[src/rtl/bcd_pkg.sv]
// bcd_pkg: shared FSM encoding, digit-correction constants and helpers for the sequential BCD converter
package bcd_pkg;

    typedef enum logic [1:0] {IDLE, SHIFT, DONE} state_t;

    localparam int BCD_DIGIT_W = 4;
    localparam logic [BCD_DIGIT_W-1:0] ADD3_THRESH = 4'd5;
    localparam logic [BCD_DIGIT_W-1:0] ADD3_OFFSET = 4'd3;

    function automatic longint unsigned pow10(input int n);
        longint unsigned r;
        r = 1;
        for (int i = 0; i < n; i++) r = r * 10;
        return r;
    endfunction

endpackage

[src/rtl/bcd_add3.sv]
// bcd_add3: single BCD digit correction, adds 3 when the digit is 5 or more before the next shift
module bcd_add3
    import bcd_pkg::*;
(
    input  logic [BCD_DIGIT_W-1:0] i_d,
    output logic [BCD_DIGIT_W-1:0] o_d
);

    assign o_d = (i_d >= ADD3_THRESH) ? i_d + ADD3_OFFSET : i_d;

endmodule

[src/rtl/bcd_convert_seq.sv]
// bcd_convert_seq: one-bit-per-clock double-dabble converter with valid/ready on both sides; define BCD_SEQ_OVF_EN to add the out_ovf overflow flag
module bcd_convert_seq
    import bcd_pkg::*;
#(
    parameter int WIDTH  = 8,
    parameter int DIGITS = 3
) (
    input  logic                          clk,
    input  logic                          rst,
    input  logic                          in_valid,
    output logic                          in_ready,
    input  logic [WIDTH-1:0]              in_bin,
    output logic                          out_valid,
    input  logic                          out_ready,
    output logic [BCD_DIGIT_W*DIGITS-1:0] out_bcd,
    output logic                          busy
`ifdef BCD_SEQ_OVF_EN
    ,
    output logic                          out_ovf
`endif
);

    localparam int BW = BCD_DIGIT_W * DIGITS;
    localparam int CW = $clog2(WIDTH);

    state_t           r_state;
    state_t           w_next;
    logic [BW-1:0]    r_bcd;
    logic [BW-1:0]    w_adj;
    logic [WIDTH-1:0] r_bin;
    logic [CW-1:0]    r_cnt;
    logic             w_accept;
    logic             w_take;

    assign in_ready  = (r_state == IDLE) && !rst;
    assign out_valid = r_state == DONE;
    assign busy      = r_state != IDLE;
    assign out_bcd   = r_bcd;
    assign w_accept  = in_valid && in_ready;
    assign w_take    = out_valid && out_ready;

    for (genvar d = 0; d < DIGITS; d++) begin : g_add3
        bcd_add3 u_add3 (
            .i_d(r_bcd[d*BCD_DIGIT_W +: BCD_DIGIT_W]),
            .o_d(w_adj[d*BCD_DIGIT_W +: BCD_DIGIT_W])
        );
    end

    // state register
    always_ff @(posedge clk) begin
        if (rst) r_state <= IDLE;
        else     r_state <= w_next;
    end

    // next state: accept in IDLE, finish after the last shift, release on the output handshake
    always_comb begin
        w_next = r_state;
        if (r_state == IDLE && w_accept)        w_next = SHIFT;
        if (r_state == SHIFT && r_cnt == '0)    w_next = DONE;
        if (r_state == DONE && w_take)          w_next = IDLE;
    end

    // datapath: load on accept, then correct digits and shift {bcd, bin} left once per SHIFT cycle
    always_ff @(posedge clk) begin
        if (rst) begin
            r_bcd <= '0;
            r_bin <= '0;
            r_cnt <= '0;
        end else if (w_accept) begin
            r_bcd <= '0;
            r_bin <= in_bin;
            r_cnt <= CW'(WIDTH - 1);
        end else if (r_state == SHIFT) begin
            {r_bcd, r_bin} <= {w_adj, r_bin} << 1;
            r_cnt          <= r_cnt - 1'b1;
        end
    end

`ifdef BCD_SEQ_OVF_EN
    localparam longint unsigned BCD_MAX = pow10(DIGITS) - 1;

    logic r_ovf;

    // overflow flag captured at acceptance and dropped once the result is taken
    always_ff @(posedge clk) begin
        if (rst)           r_ovf <= 1'b0;
        else if (w_accept) r_ovf <= 64'(in_bin) > BCD_MAX;
        else if (w_take)   r_ovf <= 1'b0;
    end

    assign out_ovf = r_ovf && out_valid;
`else
    if (pow10(DIGITS) <= (64'd1 << WIDTH) - 64'd1) begin : g_cfg_err
        $error("bcd_convert_seq: DIGITS cannot hold the largest WIDTH-bit value");
    end
`endif

endmodule

[config.mk]
export PLATFORM = sky130hd
export DESIGN_NAME = bcd_convert_seq
export DESIGN_NICKNAME = d
export VERILOG_FILES = /design/src/rtl/bcd_pkg.sv /design/src/rtl/bcd_add3.sv /design/src/rtl/bcd_convert_seq.sv
export SDC_FILE = /design/constraint.sdc
export NUM_CORES = 1
export LEC_CHECK = 0
export CAP_MARGIN = 5
export CELL_PAD_IN_SITES_DETAIL_PLACEMENT = 2
export CELL_PAD_IN_SITES_GLOBAL_PLACEMENT = 2
export CORE_UTILIZATION = 25
export CTS_BUF_LIST = sky130_fd_sc_hd__clkbuf_2
export DETAILED_ROUTE_END_ITERATION = 10
export GPL_TIMING_DRIVEN = 0
export PLACE_DENSITY = 0.74
export SYNTH_ARGS = -nofsm -noshare
export SYNTH_HDL_FRONTEND = slang
export SYNTH_SLANG_ARGS = --single-unit
[constraint.sdc]
create_clock -name clk -period 3.1 [get_ports clk]
set_input_delay 0.62 -clock clk [delete_from_list [all_inputs] [get_ports clk]]
set_output_delay 0.62 -clock clk [all_outputs]
set_load 0.03 [all_outputs]
# Word-level counts from Yosys, hierarchy flattened
# Index checks and enable logic that the tools add are counted.
classes:
  n_lt_le_gt_ge: 3
  n_eq_ne: 2
  mux: 9
  n_addsub: 4
  n_div: 0
  bitwise: 0
  shifts: 0
  n_reduce_logical: 15
  multipliers: 0
op_table:
  columns: ["op", "n"]
  rows:
  - ["two-way mux 8 bit", 2]
  - [">= comparator 4 x 3 -> 1 bit (second input constant)", 3]
  - ["two-way mux 3 bit", 3]
  - ["adder 4 x 2 -> 4 bit (second input constant)", 2]
  - ["two-way mux 4 bit", 2]
  - ["logical AND 1 bit", 6]
  - ["nonzero test 2 bit", 3]
  - ["two-way mux 2 bit", 2]
  - ["OR reduction 2 bit", 2]
  - ["adder 3 x 2 -> 3 bit (second input constant)", 1]
  - ["logical NOT 3 bit", 1]
  - ["OR reduction 3 bit", 1]
  - ["subtractor 3 x 1 -> 3 bit (second input constant)", 1]
  - ["== test 2 x 1 -> 1 bit (second input constant)", 1]
  - ["== test 2 bit (second input constant)", 1]
  - ["logical NOT 2 bit", 1]
  - ["logical NOT 1 bit", 1]
totals:
  ff_bits: 25
  rom_bits: 0
  latch_bits: 0
  wordCells: 38
  mem_bits_rw: 0
  mem_count: 0

# Depth between registers and ports, before layout
logic_depth:
  ltp_word: 6
  mapped_depth: 6

# By module
# From an unflattened synthesis, not the netlist that was laid out.
hier_totals:
  hier_cells: 175
  hier_area_um2: 1331.3
by_module_without_submodules:
  columns: ["mod", "area_each_um2", "seq_area_each_um2", "cells_each", "instances"]
  rows:
  - ["bcd_convert_seq", 1027.2, 500.5, 127, 1]
  - ["bcd_add3", 101.3, 0.0, 16, 3]

# Worst setup path after synthesis
# OpenSTA, ideal clock, no wires.
synth_timing:
  kind: "register -> register"
  from: "register r_bcd[1] (netlist: out_bcd[1])"
  to: "register r_bcd[2] (netlist: out_bcd[2])"
  t_arrival_ns: 1.659
  stages_incl_launch_ff: 7
  required_time_ns: 3.014
  n_path_buf: 0
  period_less_slack_ns: 1.744
  path_slack_ns: 1.356
  cell_sequence: "dfxtp_1 > inv_1 > ha_1 > nand2b_1 > a21oi_1 > mux2_2 > a211oi_1"
synth_between:
  elab_chain_len: 2
  elab_cells_between_ends: 3
  classes_between: "1 x add/sub; 1 x order compare; 1 x mux"
synth_rtl:
  columns: ["item", "line_no", "source"]
  rows:
  - ["from (decl)", "bcd_convert_seq.sv:28", "logic [BW-1:0] r_bcd;"]
  - ["from (signal assigned)", "bcd_convert_seq.sv:74", "{r_bcd, r_bin} <= {w_adj, r_bin} << 1;"]
  - ["adder 4 x 2 -> 4 bit or >= comparator 4 x 3 -> 1 bit (tied branches)", "bcd_add3.sv:9", "assign o_d = (i_d >= ADD3_THRESH) ? i_d + ADD3_OFFSET : i_d;"]
  - ["two-way mux 4 bit (*)", "bcd_add3.sv:9", null]
# Mark *: on every way between the ends. The rest lies on a longest branch, timed or not.
# A chain may end at the register's enable or synchronous reset.

# Worst setup path in the final report
layout_timing:
  from: "register r_state[0]"
  to: "output port in_ready"
layout_between:
  elab_chain_len: 2
layout_rtl:
  columns: ["item", "line_no", "source"]
  rows:
  - ["from (decl)", "bcd_convert_seq.sv:26", "state_t r_state;"]
  - ["from (signal assigned)", "bcd_convert_seq.sv:52", "else r_state <= w_next;"]
  - ["logical NOT 2 bit", "bcd_convert_seq.sv:35", "assign in_ready = (r_state == IDLE) && !rst;"]
  - ["logical AND 1 bit", "bcd_convert_seq.sv:35", null]
  - ["to (decl)", "bcd_convert_seq.sv:11", "output logic in_ready,"]
# No other way between the ends.

==> flow_summary_export.csv <==
group,metric,value,unit
logic_synthesis,ys_seq_elements,25,
timing,fin_crit_sh,82.2,%
routing,postRouteAntennaNets,0,
cts,worstSkewPairLatency,0.36,ns
die,core_area,5510,um2
logic_synthesis,ys.flop_type,"dfxtp_1",
layout,syn2layout_area_growth,25.4,%
critical_path,worstReg2RegStart,"out_bcd[0]$_SDFFE_PP0P_",
worst_hold_path,min_to,"r_bin[5]$_SDFFE_PP0P_",
critical_path,crit_slowest_cell,"clkdlybuf4s50_1",
flow_run,cap_violations,0,
critical_path,critical-path-max-stage-delay,0.74,ns
critical_path,path_cells,"buf_6, nor3_4, clkdlybuf4s50_1",
cts,numCtsBuffers,3,
routing,drt-total-wl,4090,um
routing,drc_errors,0,
die,num_rows,27,
logic_synthesis,yosysWarningCount,0,
critical_path,cp_num_buf_inv,2,
placement,gp_congestion,0.730,
logic_synthesis,async_reset_ff_share,0,%
critical_path,critPathKind,"flip-flop to output port",
timing,drv_slew,0,
global_route,grt_pass1_wl,6960,um
logic_synthesis,avgSynthCellArea,9.05,um2
logic_synthesis,synth_edf_count,0,
layout,drive_gt1_share,15.1,%
die,die_h,77.4,um
run_status,outcome,"finished clean",
worst_hold_path,min_from,"rst",
routing,firstDrtPassIters,4,
cts,cts.reportedPaths.clkPinSlew,0.26,ns
power,irDropWorstVdd,0.211,mV
timing,worst_hold_slack,0.459,ns
routing,viasPerCell,4.91,
timing,tightest_slew,0.499,ns
timing,hold_viol,0,
timing,clock.fmax,0.392,GHz
timing,finalSetupViolCount,0,
cts,cts_buffer_depth,2,
placement,hpwl,3060,um
worst_hold_path,hold_depth,2,
timing,slew_headroom,66.7,%
global_route,grt_pass1_vias,1375,
timing,setup_tns,0,ns
critical_path,arrival,1.93,ns
cts,cts-root-buf,"clkbuf_2",
logic_synthesis,synth_seq_area_share,35.2,%
timing,rsz0062_at_grt,"false",
global_route,grt_max_degree,14,
critical_path,critical_path.top_delay_family,"buffers and inverters",
critical_path,critical_path.max_fanout,9,
timing,fin_skew,0.0171,ns
cts,cts_tree,"done",
die,start_util,25.8,%
routing,via_count,1266,
cts,holdBufCountCts,0,
power,pwr_density_cell,444,nW/um2
logic_synthesis,synth_cell_types,34,
critical_path,reg2regPathDepth,6,
cts,cts_resized,0,
layout,diodes,0,
logic_synthesis,synth_area,1420,um2
cts,cts_num_sinks,25,
critical_path,required,2.48,ns
global_route,grt_use_total,14.7,%
logic_synthesis,syn_inst,157,
worst_hold_path,hold_path.class,"input port to flip-flop",
critical_path,start_kind,"flip-flop",
critical_path,r2r_slack,1.43,ns
global_route,overflow,0,
timing,min_period,2.55,ns
global_route,grt_antenna_before_repair,0,
cts,cts_setup_buffers,0,
logic_synthesis,syn_nets,177,
die,die_area,5990,um2
layout,fin_nets,207,
power,cellLeakagePower,0.000629,uW
cts,cts_max_level,1,
die,fp.dieW,77.4,um
routing,drt_iter0_drc,10,
die,ioPinCount,27,
placement,port_buffers,25,
routing,wire_per_inst,15.9,um
critical_path,r2r_end,"out_bcd[2]$_SDFFE_PP0P_",
critical_path,end_kind,"output port",
[sequential cells by signal (all words and copies together), names as in the netlist]
signal / flops
r_cnt: 3
out_bcd: 12
r_bin: 8
r_state: 2
[metal layers]
metal	part of all wire (%)	global-route usage [%]	vias up
met2	50	26.9	24
met5	0	0	-
met1	46	17.6	619
li1	-	-	621
met3	3.5	3.06	2
met4	0.56	3.21	0
[cell usage after synthesis, types with 3 or more instances]
master / number / area, um2
dfxtp_1: 25 / 500
nand2_1: 15 / 56.3
o21ai_0: 7 / 35.0
a31oi_1: 3 / 18.8
ha_1: 8 / 100
nand2b_1: 4 / 25.0
nand3_1: 6 / 30.0
a211oi_1: 5 / 37.5
a41oi_1: 3 / 26.3
nor2_1: 17 / 63.8
buf_6: 8 / 90.1
a21oi_1: 17 / 85.1
a311oi_2: 6 / 90.1
inv_1: 9 / 33.8
[worst reg2reg max path, cell delays in order (launching register included)]
cell and delay (ns):
dfxtp_1 0.40, inv_1 0.13, ha_1 0.21, nand2b_1 0.12, a21oi_1 0.18, mux2_2 0.34, a211oi_1 0.24
[placed cells by master (no fill, tap or decap), types with 4 or more instances in the layout]
master / synthesis / layout
nor2_1: 17 / 17
clkbuf_2: 0 / 4
a211oi_1: 5 / 5
a311oi_2: 6 / 6
dfxtp_1: 25 / 25
ha_1: 8 / 8
nand2b_1: 4 / 4
nand2_1: 15 / 15
o21ai_0: 7 / 7
nand3_1: 6 / 6
buf_6: 8 / 8
clkdlybuf4s50_1: 0 / 25
a21oi_1: 17 / 17
inv_1: 9 / 9
[stage by stage]
| step | setup slack (ns) | utilization [%] | instance area (um2) | cells | total power, uW |
|---|---|---|---|---|---|
| finish | 0.552 | 32.4 | 1780 | 258 | 791 |
| global route | 0.438 | 32.4 | 1780 | 258 | 845 |
| CTS | 0.519 | 32.4 | 1780 | 258 | 808 |
| detailed placement | 0.747 | 32.0 | 1760 | 254 | 665 |
| global placement | 0.766 | 32.0 | 1760 | 254 | 646 |
| floorplan | 1.36 | - | 1420 | 157 | 566 |
[cell families after synthesis]
family,after synthesis,synth area share [%]
and+or+nand+nor,52,18.9
muxes,3,2.20
xor gates and xnor gates,2,1.23
DFF,25,35.2
AOI/OAI and AO/OA,49,26.1
adders and majority gates,8,7.04
buffers and inverters,18,9.24
[worst max-delay path by stage]
stage                                 start                      end  slack (ns)  depth (start not counted)
floorplan           out_bcd[1]$_SDFFE_PP0P_  out_bcd[2]$_SDFFE_PP0P_        1.36                          6
global placement                        rst                 in_ready        0.77                          3
detailed placement                      rst                 in_ready        0.75                          3
CTS                 r_state[0]$_SDFFE_PP0P_                 in_ready        0.52                          3
global route        r_state[0]$_SDFFE_PP0P_                 in_ready        0.44                          3
finish              r_state[0]$_SDFFE_PP0P_                 in_ready        0.55                          3
[power by group]
part           leakage [uW]  internal (uW)  total [uW]  switching (uW)
Combinational      0.000408            119         279             160
Clock             0.0000166           34.0         138             104
Sequential         0.000204            351         374            23.6
[layout make-up]
class / count / area [um2]
inverters: 9 / 33.8
flip-flops and latches: 25 / 500
clock buffers: 4 / 20.0
multi-input cells: 114 / 790
plain buffers: 9 / 97.6
well taps: 72 / 90.1
fillers: 625 / 3720
repair buffers: 25 / 250
(Power assumes the default switching activity.)
